File: src/rtl/mem_port_arbiter.sv
// mem_port_arbiter
// Shares one single-port RAM between a CPU port and a debug/loader port.
// One transaction at a time: IDLE picks a winner and latches its command,
// ACCESS issues exactly one RAM strobe, CAPTURE (reads only) registers the
// RAM data, DONE pulses the winner's done and returns to IDLE.
//
// Build option: define MEM_ARB_ROUND_ROBIN_EN to resolve simultaneous requests
// in favour of the port not served last; otherwise the CPU always wins ties.
//
// Handshake: a port raises *_req with *_we/*_addr/*_wdata valid and keeps it
// high until *_done pulses for one cycle. The command is captured on the edge
// that samples *_req in IDLE and later changes are ignored. *_gnt is high from
// ACCESS through DONE. Dropping *_req after capture does not cancel the access.
//
// o_fsm_state exposes the controller state (IDLE=0, ACCESS=1, CAPTURE=2, DONE=3).

module mem_port_arbiter (
  input  logic        clk,
  input  logic        reset_n,
  input  logic        cpu_req,
  input  logic        cpu_we,
  input  logic [8:0]  cpu_addr,
  input  logic [31:0] cpu_wdata,
  output logic        cpu_gnt,
  output logic        cpu_done,
  output logic [31:0] cpu_rdata,
  input  logic        dbg_req,
  input  logic        dbg_we,
  input  logic [8:0]  dbg_addr,
  input  logic [31:0] dbg_wdata,
  output logic        dbg_gnt,
  output logic        dbg_done,
  output logic [31:0] dbg_rdata,
  output logic [8:0]  mem_addr,
  output logic [31:0] mem_wdata,
  output logic        mem_we,
  output logic        mem_re,
  input  logic [31:0] mem_rdata,
  output logic [1:0]  o_fsm_state
);

  typedef enum logic [1:0] {
    S_IDLE    = 2'd0,
    S_ACCESS  = 2'd1,
    S_CAPTURE = 2'd2,
    S_DONE    = 2'd3
  } state_t;

  state_t      r_state;
  state_t      w_state_nxt;

  logic        w_any_req;
  logic        w_pick_dbg;

  // Latched command of the current winner.
  logic        r_sel_dbg;
  logic        r_we;
  logic [8:0]  r_addr;
  logic [31:0] r_wdata;

  logic [31:0] r_cpu_rdata;
  logic [31:0] r_dbg_rdata;

  assign w_any_req = cpu_req | dbg_req;

`ifdef MEM_ARB_ROUND_ROBIN_EN
  // Last-served pointer: 1 = debug port was served last. Resets to debug so
  // the CPU wins the first tie.
  logic r_last_dbg;

  assign w_pick_dbg = dbg_req & (~cpu_req | ~r_last_dbg);

  // Record who was served when each transaction completes.
  always_ff @(posedge clk or negedge reset_n) begin
    if (!reset_n) begin
      r_last_dbg <= 1'b1;
    end else if (r_state == S_DONE) begin
      r_last_dbg <= r_sel_dbg;
    end
  end
`else
  // Fixed priority: debug only wins when the CPU is not asking.
  assign w_pick_dbg = dbg_req & ~cpu_req;
`endif

  // State register.
  always_ff @(posedge clk or negedge reset_n) begin
    if (!reset_n) begin
      r_state <= S_IDLE;
    end else begin
      r_state <= w_state_nxt;
    end
  end

  // Capture the winner's command when a transaction starts.
  always_ff @(posedge clk or negedge reset_n) begin
    if (!reset_n) begin
      r_sel_dbg <= 1'b0;
      r_we      <= 1'b0;
      r_addr    <= '0;
      r_wdata   <= '0;
    end else if ((r_state == S_IDLE) && w_any_req) begin
      r_sel_dbg <= w_pick_dbg;
      r_we      <= w_pick_dbg ? dbg_we    : cpu_we;
      r_addr    <= w_pick_dbg ? dbg_addr  : cpu_addr;
      r_wdata   <= w_pick_dbg ? dbg_wdata : cpu_wdata;
    end
  end

  // Register RAM read data into the winner's result; the other port holds.
  always_ff @(posedge clk or negedge reset_n) begin
    if (!reset_n) begin
      r_cpu_rdata <= '0;
      r_dbg_rdata <= '0;
    end else if (r_state == S_CAPTURE) begin
      if (r_sel_dbg) begin
        r_dbg_rdata <= mem_rdata;
      end else begin
        r_cpu_rdata <= mem_rdata;
      end
    end
  end

  // Next state and state-decoded outputs.
  always_comb begin
    w_state_nxt = r_state;
    cpu_gnt     = 1'b0;
    cpu_done    = 1'b0;
    dbg_gnt     = 1'b0;
    dbg_done    = 1'b0;
    mem_addr    = '0;
    mem_wdata   = '0;
    mem_we      = 1'b0;
    mem_re      = 1'b0;
    case (r_state)
      S_IDLE: begin
        if (w_any_req) begin
          w_state_nxt = S_ACCESS;
        end
      end
      S_ACCESS: begin
        cpu_gnt     = ~r_sel_dbg;
        dbg_gnt     = r_sel_dbg;
        mem_addr    = r_addr;
        mem_wdata   = r_wdata;
        mem_we      = r_we;
        mem_re      = ~r_we;
        w_state_nxt = r_we ? S_DONE : S_CAPTURE;
      end
      S_CAPTURE: begin
        cpu_gnt     = ~r_sel_dbg;
        dbg_gnt     = r_sel_dbg;
        w_state_nxt = S_DONE;
      end
      S_DONE: begin
        cpu_gnt     = ~r_sel_dbg;
        dbg_gnt     = r_sel_dbg;
        cpu_done    = ~r_sel_dbg;
        dbg_done    = r_sel_dbg;
        w_state_nxt = S_IDLE;
      end
      default: begin
        w_state_nxt = S_IDLE;
      end
    endcase
  end

  assign cpu_rdata   = r_cpu_rdata;
  assign dbg_rdata   = r_dbg_rdata;
  assign o_fsm_state = r_state;

endmodule

File: config.mk
export PLATFORM = sky130hd
export DESIGN_NAME = mem_port_arbiter
export DESIGN_NICKNAME = d
export VERILOG_FILES = /design/src/rtl/mem_port_arbiter.sv
export SDC_FILE = /design/constraint.sdc
export NUM_CORES = 1
export LEC_CHECK = 0
export ABC_AREA = 1
export CAP_MARGIN = 10
export CORE_MARGIN = 2
export CORE_UTILIZATION = 35
export DETAILED_ROUTE_END_ITERATION = 16
export PLACE_DENSITY_LB_ADDON = 0.3
export SLEW_MARGIN = 20
export SYNTH_ARGS = -nofsm -noshare
export SYNTH_HDL_FRONTEND = slang
export SYNTH_SLANG_ARGS = --single-unit
File: constraint.sdc
create_clock -name clk -period 4.9 [get_ports clk]
set_input_delay 1.47 -clock clk [delete_from_list [all_inputs] [get_ports clk]]
set_output_delay 1.47 -clock clk [all_outputs]
set_load 0.02 [all_outputs]
# Yosys cells after proc, flatten, opt, wreduce, memory -nomap -nowiden
# Cells that the tools add are included.
# word_totals
ff_bits	109
inputBits	120
out_inout_bits	113
wordCells	35
# classes
n_eq_ne	4
n_mux	14
bitwise_logic	5
n_reduce_logical	5
# op_table
op	count
32-bit two-way mux	2
9-bit two-way mux	2
1-bit two-way mux	8
2-bit one-hot mux with 4 select lines	1
2-bit == test, second input constant	2
2-bit AND reduction	2
1-bit NOT	3
3-bit OR reduction	1
2-bit by 1-bit == test with 1-bit output, second input constant	1
2-bit logical NOT	1
2-bit two-way mux	1
2-bit inequality test, second input constant	1
1-bit AND	1
1-bit logical AND	1
1-bit bitwise OR	1

# Longest topological paths before layout
# Gate-level depths: netlist (run 1).
# depth
word_depth	3
depth_mapped	7
mapped_depth_nobuf	6

# Worst setup path before layout (run 1)
# OpenSTA, ideal clock, no wires.
# synth_timing
path_kind	reg2out
start	register r_state[1], in the netlist o_fsm_state[1]
end	output mem_wdata[10]
arrival_ns	1.435
required_time_ns	3.430
setup_slack_ns	1.995
path_stages_with_launch	7
path_buffers	2
path_cell_list	dfrtp_1 -> inv_1 -> ha_1 -> clkbuf_1 -> clkbuf_1 -> nand2_1 -> inv_1
# synth_via
elab_chain_len	2
# synth_lines
element	line_no	text
start, declared	49	state_t r_state;
start signal, assigned	91	r_state <= w_state_nxt;
2-bit by 1-bit == test with 1-bit output	135	case (r_state)
32-bit two-way mux	135	
end, declared	35	output logic [31:0] mem_wdata,
# No other way between the ends.

# Worst setup path in the final report (run 1)
# layout_timing
start	register r_state[1], in the netlist o_fsm_state[1]
end	output mem_we
# layout_via
elab_chain_len	2
# layout_lines
element	line_no	text
2-bit by 1-bit == test with 1-bit output	135	
1-bit two-way mux	135	
end, declared	36	output logic mem_we,
# No other way between the ends.

==> impl_metrics.csv, run 1 <==
group,metric,value,unit
run_status,outcome,"complete, no violations",
logic_synthesis,synth_top_area_share,0.511,
timing,finalCritPeriodShare,0.829,
global_route,grt_pass1_wl,23700,um
power,ir_worst_vdd,0.000211,V
drt,drtIter0Drc,271,
drt,ant_nets,0,
placement,io_buffers,232,
drt,viasPerCell,4.46,
critical_path,arrival,2590,ps
floorplan,die_h,128,um
critical_path,critPathKind,"reg2out",
final_layout,areaGrowthSynthToFinish,50.3,%
cts,cts_resized,0,
timing,setup_violations,0,
placement,place.gp.congestion,0.759,
cts,cts-htree-levels,3,
final_layout,antenna_cells,0,
logic_synthesis,yosysSeqAreaShare,0.511,
critical_path,worstPathMaxFanout,43,
timing,rsz0062_at_grt,"false",
timing,fin_skew,9.46,ps
timing,finalHoldViolations,0,
final_layout,fin_nets,1053,
final_layout,fillers,1469,
cts,clock_path_buffers,2,
final_layout,layout_common_cells,"239 x nand2_1, 230 x clkdlybuf4s50_1, 164 x inv_1, 109 x dfrtp_1, 84 x nand3_1",
placement,placed_area,0.00771,mm2
final_layout,drive_gt1_frac,0.0332,
critical_path,reg2regPathDepth,6,
drt,drt_wl_total,14600,um
global_route,gr-total-overflow,0,
floorplan,ioPinCount,233,
cts,cts_tree,"yes",
logic_synthesis,yosys_warnings,0,
final_layout,mostFrequentLayoutCell,"nand2_1",
logic_synthesis,syn_area_per_cell,7.43,um2
floorplan,initial_core_util,0.355,
cts,insertion_delay,350,ps
drt,routedWlPerCell,13.0,um
hold_path,hp-class,"reg2reg",
logic_synthesis,ys_types,16,
timing,fin_tns_setup,0,ps
timing,maxSlewHeadroom,0.328,
cts,cts_root_buf,"clkbuf_16",
cts,cts_buffers,9,
critical_path,endpoint_kind,"primary output",
cts,hold_buffers,0,
floorplan,die_w,128,um
final_layout,layoutNonFillerInstCount,1121,
power,power_density,594,mW/mm2
hold_path,min_path_cells,2,
global_route,antenna_found_initial,0,
floorplan,core_area,0.0150,mm2
logic_synthesis,synth.area.top_cells,"dfrtp_1 51%, nand2_1 17%, inv_1 12%, nand3_1 7.9%, o21ai_0 6.3%",
timing,tightest_slew,1000,ps
logic_synthesis,yosys.area.top_type,"dfrtp_1",
global_route,grt_pass1_vias,4714,
floorplan,fp-row-count,45,
critical_path,worst_ep_required_time,3430,ps
placement,dp.cells,1104,
drt,routed-via-count,5003,
critical_path,cp-start-kind,"flip-flop",
cts,postCtsSetupBuffers,0,
cts,clock_sinks,109,
logic_synthesis,syn_area,0.00534,mm2
global_route,gr-usage-all-layers,0.183,
timing,period_needed,4060,ps
job,max-cap-violations,0,
floorplan,dieArea,0.0163,mm2
cts,clkTransAtPathRegs,70,ps
logic_synthesis,ys_ff_latch,109,
power,leakagePower,4.35,nW
global_route,grt_max_degree,65,
drt,drc,0,
timing,drv_slew,0,
drt,firstDrtPassIters,4,
logic_synthesis,synth_cells,719,
placement,place_hpwl,10300,um
logic_synthesis,synth_nets,844,
timing,max_freq,246,MHz
final_layout,stdcell_area,0.00803,mm2
==> worst paths after layout <==
check                                           start                         to  slack, ps
setup / recovery           o_fsm_state[1]$_DFFE_PN0P_                     mem_we        840
hold / removal                r_wdata[13]$_DFFE_PN0P_    r_wdata[13]$_DFFE_PN0P_        480
setup reg to reg           o_fsm_state[0]$_DFFE_PN0P_    r_wdata[27]$_DFFE_PN0P_       2750
hold reg to reg               r_wdata[13]$_DFFE_PN0P_    r_wdata[13]$_DFFE_PN0P_        480
max in group asynchronous                     reset_n  cpu_rdata[14]$_DFFE_PN0P_       2920
min in group asynchronous                     reset_n   cpu_rdata[2]$_DFFE_PN0P_       1110
==> per-stage QoR <==
step | hold WS [ps] | total power, mW | worst slack (ps) | utilization
6_report | 482 | 4.77 | 838 | 0.534
5_1_grt | 503 | 5.14 | 555 | 0.534
4_1_cts | 485 | 4.82 | 747 | 0.532
3_5_place_dp | 465 | 4.09 | 1160 | 0.513
3_3_place_gp | 463 | 4.04 | 1220 | 0.513
2_1_floorplan | 449 | 2.93 | 1990 | -
==> synthesized netlist by cell type <==
library cell,instances
nand2_1,239
inv_1,164
dfrtp_1,109
nand3_1,84
o21ai_0,67
buf_2,18
clkbuf_1,11
buf_4,8
ha_1,5
nor2_1,5
nand2_2,3
inv_2,2
buf_6,1
nor2_2,1
nor2_4,1
o21ai_4,1
==> cell families (layout without fill, tap and decap cells) <==
logic type | count (synthesis) | count (layout) | share of synthesized area
simple gates | 333 | 333 | 0.257
flops | 109 | 109 | 0.511
fa+ha+maj | 5 | 5 | 0.0117
compound gates | 68 | 68 | 0.0658
buf+inv | 204 | 418 | 0.155
==> power by group <==
| group | total (mW) | switching, mW | internal (mW) |
|---|---|---|---|
| registers | 1.60 | 0.246 | 1.35 |
| clock network | 0.709 | 0.353 | 0.356 |
| logic | 2.46 | 1.38 | 1.08 |
==> layout make-up <==
cell class	count	area, um2	share of cell area
multi-input cells	406	1790	0.223
well taps	188	235	0.0293
clock inverters	7	61.3	0.00764
repair buffers	236	2360	0.295
inverters	166	623	0.0776
clock buffers	9	225	0.0281
flip-flops and latches	109	2730	0.340
==> state kept, by name, indices dropped and copies added, names as in the netlist <==
name,count
r_addr,9
cpu_rdata,32
o_fsm_state,2
r_sel_dbg,1
r_we,1
dbg_rdata,32
r_wdata,32
==> worst max-delay path, stage by stage, from the launching register on <==
cell             delay (ps)
dfrtp_1                 420
inv_1                   160
ha_2                    770
nand2_1                 180
inv_1                    90
clkdlybuf4s50_1         600
==> per-layer routing <==
| metal | wire, um | track usage |
|---|---|---|
| met1 | 6540 | 0.241 |
| met2 | 6670 | 0.295 |
| met5 | 0 | 0 |
| met3 | 1170 | 0.0465 |
| met4 | 195 | 0.0621 |
Note: power is estimated with default switching activity, not from simulation.
==> run 2: changes to the inputs <==
- clock period: 4.9 -> 3.3 ns (I/O delays scaled with it)
==> run 2 against run 1 <==
Register-to-register slack worse by 1400 ps. Sequential power up 51%. Via count is 1.4% higher. Sequential cell count stayed put. First-iteration DRC count down 8.9%. Cell count increased by 0.89%. Clock skew fell by 1.8 ps. Clock power is 64% higher. Core utilization rose by 0.88 points. Non-clock buffer count rose by 10. Critical endpoint is now mem_re. Largest power group unchanged.
==> impl_metrics.csv, run 2 (synthesized netlist as in run 1, its figures left out) <==
group,metric,value,unit
final_layout,areaGrowthSynthToFinish,52.8,%
power,power,7.26,mW
final_layout,drive_gt1_frac,0.0435,
critical_path,arrival,2140,ps
timing,finalCritPeriodShare,0.949,
critical_path,slowest_stage,"clkdlybuf4s50_1",
global_route,gr-total-overflow,0,
drt,ant_nets,0,
cts,clock_path_buffers,2,
placement,place.gp.congestion,0.793,
floorplan,dieArea,0.0163,mm2
drt,routed-via-count,5075,
global_route,grt_pass1_vias,4928,
timing,maxSlewHeadroom,0.551,
drt,drc,0,
cts,clkTransAtPathRegs,80,ps
global_route,grt_max_degree,65,
cts,cts_buffers,9,
floorplan,die_w,128,um
critical_path,endpoint_kind,"primary output",
hold_path,worstHoldStart,"r_wdata[24]$_DFFE_PN0P_",
floorplan,ioPinCount,233,
cts,cts_root_buf,"clkbuf_16",
critical_path,critPathMaxStageDelay,610,ps
floorplan,core_area,0.0150,mm2
final_layout,fin_nets,1063,
timing,fin_tns_setup,0,ps
placement,place_hpwl,10900,um
power,ir_worst_vdd,0.000318,V
critical_path,crit_buf_inv,4,
final_layout,multi_input_area,0.00180,mm2
critical_path,cp-start-kind,"flip-flop",
floorplan,die_h,128,um
placement,io_buffers,232,
final_layout,layoutNonFillerInstCount,1131,
critical_path,r2r_slack,1360,ps
job,max-cap-violations,0,
global_route,grt_pass1_wl,24900,um
critical_path,cpMostUsedCell,"inv_1",
final_layout,layout_common_cells,"239 x nand2_1, 230 x clkdlybuf4s50_1, 164 x inv_1, 109 x dfrtp_1, 84 x nand3_1",
floorplan,initial_core_util,0.355,
hold_path,min_path_cells,2,
timing,setup_violations,0,
hold_path,hp-class,"reg2reg",
run_status,outcome,"complete, no violations",
drt,firstDrtPassIters,4,
hold_path,min_to,"r_wdata[24]$_DFFE_PN0P_",
cts,insertion_delay,350,ps
critical_path,critPathKind,"reg2out",
cts,hold_buffers,0,
critical_path,crit_family,"buffers and inverters",
timing,rsz0062_at_grt,"false",
power,power_density,890,mW/mm2
timing,tightest_slew,671,ps
timing,period_needed,3130,ps
final_layout,antenna_cells,0,
global_route,antenna_found_initial,0,
critical_path,rr_startpoint,"o_fsm_state[0]$_DFFE_PN0P_",
timing,max_freq,319,MHz
timing,fin_skew,7.71,ps
drt,viasPerCell,4.49,
timing,finalHoldViolations,0,
cts,cts_tree,"yes",
final_layout,regArea,0.00273,mm2
cts,cts-htree-levels,3,
critical_path,r2r-end,"cpu_rdata[30]$_DFFE_PN0P_",
drt,drt_wl_total,15200,um
critical_path,worst_ep_required_time,2310,ps
cts,clock_sinks,109,
critical_path,worstPathMaxFanout,13,
final_layout,fillers,1463,
critical_path,worstPathCellList,"inv_1 > ha_4 > buf_4 > inv_1 > nor2_1 > clkdlybuf4s50_1",
drt,routedWlPerCell,13.4,um
critical_path,reg2regPathDepth,5,
cts,postCtsSetupBuffers,0,
global_route,gr-usage-all-layers,0.192,
drt,drtIter0Drc,247,
power,leakagePower,4.42,nW
timing,drv_slew,0,
placement,dp.cells,1115,
floorplan,fp-row-count,45,
final_layout,mostFrequentLayoutCell,"nand2_1",
run 2: worst max-delay path by stage:
stage | slack [ps] | from | end | cells after the start
6_report | 170 | o_fsm_state[1]$_DFFE_PN0P_ | mem_re | 6
5_1_grt | 30 | o_fsm_state[1]$_DFFE_PN0P_ | mem_re | 6
4_1_cts | 20 | o_fsm_state[1]$_DFFE_PN0P_ | mem_re | 6
3_5_place_dp | 430 | o_fsm_state[1]$_DFFE_PN0P_ | mem_re | 6
3_3_place_gp | 450 | o_fsm_state[1]$_DFFE_PN0P_ | mem_re | 6
2_1_floorplan | 870 | o_fsm_state[1]$_DFFE_PN0P_ | mem_wdata[10] | 6
run 2: final cells by class:
class,instances,area share
clock buffers,10,0.0293
multi-input cells,406,0.221
flip-flops and latches,109,0.334
inverters,166,0.0764
clock inverters,6,0.00951
repair buffers,246,0.301
well taps,188,0.0288
run 2: stage by stage:
step	hold WS, ps	setup WS [ps]	utilization	instance area (um2)
3_5_place_dp	466	427	0.521	7830
6_report	483	168	0.543	8160
3_3_place_gp	463	448	0.521	7830
2_1_floorplan	449	875	-	5340
4_1_cts	486	18.8	0.542	8150
5_1_grt	516	29.0	0.543	8160
run 2: repair_timing:
action                                  CTS  global route
endpoints found under the setup margin    0            34
hold endpoints to repair                  0             0
resized for setup                         0             1
run 2: tightest hold or removal path: cells and delay by family, from the launching register on:
kind          cells  cell delay [ps]
flops             1              340
simple gates      2              110
run 2: layer usage:
metal  part of all wire  vias up  track usage
met5                  0        -            0
met4              0.013        0       0.0614
met3              0.076       11       0.0465
met2               0.48      170        0.321
met1               0.43     2330        0.246
li1                   -     2564            -
run 2: power breakdown:
group / switching (mW) / total (mW) / internal (mW)
combinational: 2.04 / 3.70 / 1.65
sequential: 0.398 / 2.41 / 2.01
clock: 0.530 / 1.16 / 0.625
==> variant 1 (flow settings as in run 1) <==
The option `MEM_ARB_ROUND_ROBIN_EN` is turned on by a define.
--- a/src/rtl/mem_port_arbiter.sv
+++ b/src/rtl/mem_port_arbiter.sv
@@ -13,6 +13,8 @@
 // ACCESS through DONE. Dropping *_req after capture does not cancel the access.
 //
 // o_fsm_state exposes the controller state (IDLE=0, ACCESS=1, CAPTURE=2, DONE=3).
+
+`define MEM_ARB_ROUND_ROBIN_EN
 
 module mem_port_arbiter (
   input  logic        clk,
Behaviour: not the same (a bounded check fails within 10 cycles, from zero or initial values and one cycle with reset_n low).
==> variant 1 against run 1 <==
  * Combinational power increased by 4%
  * Core utilization rose by 0.19 points
  * Area after synthesis is 0.35% lower
  * Fmax grew 1.3%
  * Critical endpoint is now mem_addr[8]
  * Clock power is 3.5% lower
  * Critical path type unchanged
  * Routed wire length grew 0.16%
  * Power grew 2.0%
  * Sequential cell count grew 1
  * Setup slack better by 0.052 ns
  * Cell area rose by 0.36%
==> variant 1: results (changes against run 1) <==
Synthesis
After synthesis, the most frequently instantiated cells are sky130_fd_sc_hd__nand2_1, sky130_fd_sc_hd__inv_1, sky130_fd_sc_hd__dfrtp_1. The gate count after technology mapping came to 722 (+0.42%). The share of the yosys chip area belonging to registers is 0.518 (+0.00674).

Setup path
The worst setup path endpoint is mem_addr[8]. The terminus of the critical flop-to-flop path is r_wdata[1]. The endpoint arrival time on the critical path is 2.54 ns (-0.05 ns).

Routing
The number of vias per cell is 4.40 (-1.4%). The amount of wire on met3 after detailed routing is 1.02 mm (-13%). The routed length per placed instance was 13.0 um (-0.10%).

The wire length reported by the detailed router is 14.6 mm (+0.16%). The DRC violation total after the first TritonRoute iteration is 324 (+20%).

STA
The post-route minimum period was 4.01 ns (-0.0519 ns). The worst hold slack was 0.476 ns (-0.00574 ns).

Cells and area
The layout overhead on the synthesized area is 51.4%. The number of inserted filler cells in the final layout is 1,449 (-1.4%). The layout multi-input combinational cell count was 409 (+0.74%). The number of non-clock buffers in the layout is 237 (+0.42%).

Placed design
The area of placed instances is 7750 um2 (+0.50%). The setup slack after placement is 1.19 ns (+0.0304 ns). The count of placed standard cells including taps is 1,108 (+0.36%).

Global route
The met1 track demand over resource came to 0.237 (-0.00357). The met2 global-route usage is 0.303 (+0.00786). The wire length of the first global-routing pass is 24.0 mm (+1.4%).

Power
The maximum ir drop on the vdd rail is 0.258 mV (+22%).

Run status
The run finished with clean final reports.

Worst hold path
The path with the worst hold slack has its endpoint at r_last_dbg.
-- variant 1: cell types whose count changed after synthesis, sizes merged --
cell	before	now
buf	27	18
dfstp	0	1
nand2	242	245
inv	166	165
clkbuf	11	20
-- variant 1: worst max-delay path: cells and delay by family (launching register included) --
family / cells / cell delay, ns
flops: 1 / 0.41
buf+inv: 3 / 0.83
fa+ha+maj: 1 / 0.77
simple gates: 1 / 0.16
-- variant 1: kinds of logic (layout without fill, tap and decap cells) --
kind of cell / Yosys count / count (layout) / synth area share
AOI/OAI and AO/OA: 68 / 68 / 0.0647
adders and majority gates: 5 / 5 / 0.0118
buffers and inverters: 203 / 417 / 0.148
DFF: 110 / 110 / 0.518
and+or+nand+nor: 336 / 336 / 0.258
-- variant 1: power breakdown --
part           internal [mW]  leakage (nW)  switching, mW
sequential              1.37          1.34          0.255
combinational           1.11          2.90           1.44
clock                  0.346         0.128          0.338
total                   2.83          4.37           2.03
==> variant 2 (config.mk and constraints of run 1) <==
Without the edit above. Register the output `dbg_rdata` once more, with the module's reset; this adds one clock of latency there. The other outputs are not delayed to match.
--- a/src/rtl/mem_port_arbiter.sv
+++ b/src/rtl/mem_port_arbiter.sv
@@ -166,7 +166,13 @@
   end
 
   assign cpu_rdata   = r_cpu_rdata;
-  assign dbg_rdata   = r_dbg_rdata;
+  always_ff @(posedge clk or negedge reset_n) begin
+    if (!reset_n) begin
+      dbg_rdata <= '0;
+    end else begin
+      dbg_rdata <= r_dbg_rdata;
+    end
+  end
   assign o_fsm_state = r_state;
 
 endmodule
Behaviour: not the same (a bounded check fails within 4 cycles, from zero or initial values and one cycle with reset_n low).
==> variant 2 against run 1 <==
  * Largest cell class unchanged
  * Critical path depth rose by 1
  * Core utilization barely moved
  * Die area rose by 14%
  * Cell area is 15% higher
  * Area after synthesis up 15%
  * Setup slack better by 0.19 ns
  * Worst hold slack worse by 0.11 ns
  * Routed wire length grew 9.7%
  * Power grew 21%
  * Register-to-register slack worse by 0.02 ns
  * Clock skew shrank 0.0018 ns
  * Non-clock buffer count is 2 higher
  * Sequential cell count is 32 higher
==> variant 2: results (changes against run 1) <==
Run status
The run finished with clean final reports.

Placed design
The final weighted congestion of routability-driven global placement was 0.817 (+7.7%). The setup slack after placement is 1.44 ns (+0.283 ns). The area of placed instances is 8610 um2 (+12%).

Global route
The number of antenna violations at the first check in global routing is 1 (+1). The met3 track demand over resource in global routing is 0.0563 (+0.00982). The total routing usage reported by global routing came to 0.179 (-0.00441).

The via count of the first global-routing pass is 5,136 (+9.0%). The met1 track demand over resource is 0.224 (-0.0169). The wire length of the first global-routing pass is 25.8 mm (+9.1%). The pin count of the biggest net entering global routing came to 107 (+65%).

Routing
The routed length per placed instance is 13.2 um (+1.7%). The DRC violation total after the first TritonRoute iteration is 221 (-18%). The number of vias per cell is 4.36 (-2.3%).

Power
The share of total power consumed by net switching is 0.380 (-0.0335). The portion of total power attributed to the clock network came to 0.218 (+0.069). The power per cell area is 626 nW/um2 (+5.4%). The maximum ir drop on the vdd rail came to 0.305 mV (+45%).

Synthesis
The gate count after technology mapping is 751 (+4.5%). The post-synthesis adder-cell area fraction is 0.0102 (-0.00152). In the post-synthesis netlist, the biggest area contributors are sky130_fd_sc_hd__dfrtp_1, sky130_fd_sc_hd__nand2_1, sky130_fd_sc_hd__inv_1.

The number of flip-flops and latches in the synthesized netlist is 141 (+29%). The synthesized-area fraction occupied by ao, oa, aoi and oai cells is 0.0573 (-0.00855). The net count of the mapped netlist is 876 (+3.8%). The cell area after synthesis is 6140 um2 (+15%).

Cells and area
The multi-input gate share of the layout cell area is 0.195 (-0.0276). The number of antenna repair diodes is 1 (+1). The total of clock buffers placed in the layout was 19 (+10). The layout cell share with drive strength beyond 1 came to 0.0488 (+0.0156). The fraction of area in clock buffers and inverters was 0.0635 (+0.0278).

The count of nets after finishing is 1,095 (+4.0%). The number of inserted filler cells in the final layout is 1,615 (+9.9%).

STA
The worst hold slack is 0.369 ns (-0.113 ns). The post-route clock skew is 0.00771 ns (-0.00176 ns). The achievable clock frequency came to 0.258 GHz (+4.8%). The slew at the pin with the worst max-slew slack is 1.03 ns (+0.0304 ns).

Setup path
The minimum setup slack among reg-to-reg paths is 2.73 ns (-0.02 ns).

Clocking
The insertion delay to the later sink of the worst-skew pair is 0.41 ns (+0.06 ns). The count of H-tree levels built during CTS is 4 (+1).

Worst hold path
The worst hold path terminates at dbg_rdata[0]. The count of cells along the worst hold path came to 0 (-2).
variant 2: cell types whose count changed in the layout (fill, tap and decap cells not counted), moves of 2 or more:
cell,before,now
sky130_fd_sc_hd__clkbuf_16,9,17
sky130_fd_sc_hd__clkbuf_8,0,2
sky130_fd_sc_hd__clkinv_4,0,2
sky130_fd_sc_hd__clkinvlp_4,2,4
sky130_fd_sc_hd__dfrtp_1,109,141
sky130_fd_sc_hd__nand2_2,3,1
sky130_fd_sc_hd__nand2_4,0,2
variant 2: critical path, cell delays in order (launching register included):
cell and delay [ns]:
sky130_fd_sc_hd__dfrtp_1 0.41, sky130_fd_sc_hd__inv_1 0.15, sky130_fd_sc_hd__ha_1 0.17, sky130_fd_sc_hd__buf_4 0.41, sky130_fd_sc_hd__nand2_1 0.16, sky130_fd_sc_hd__inv_1 0.09
sky130_fd_sc_hd__clkdlybuf4s50_1 0.59
variant 2: layer usage:
metal	vias up	part of all wire
met5	-	0
met4	0	0.027
met3	28	0.073
met2	166	0.47
met1	2409	0.43
li1	2670	-
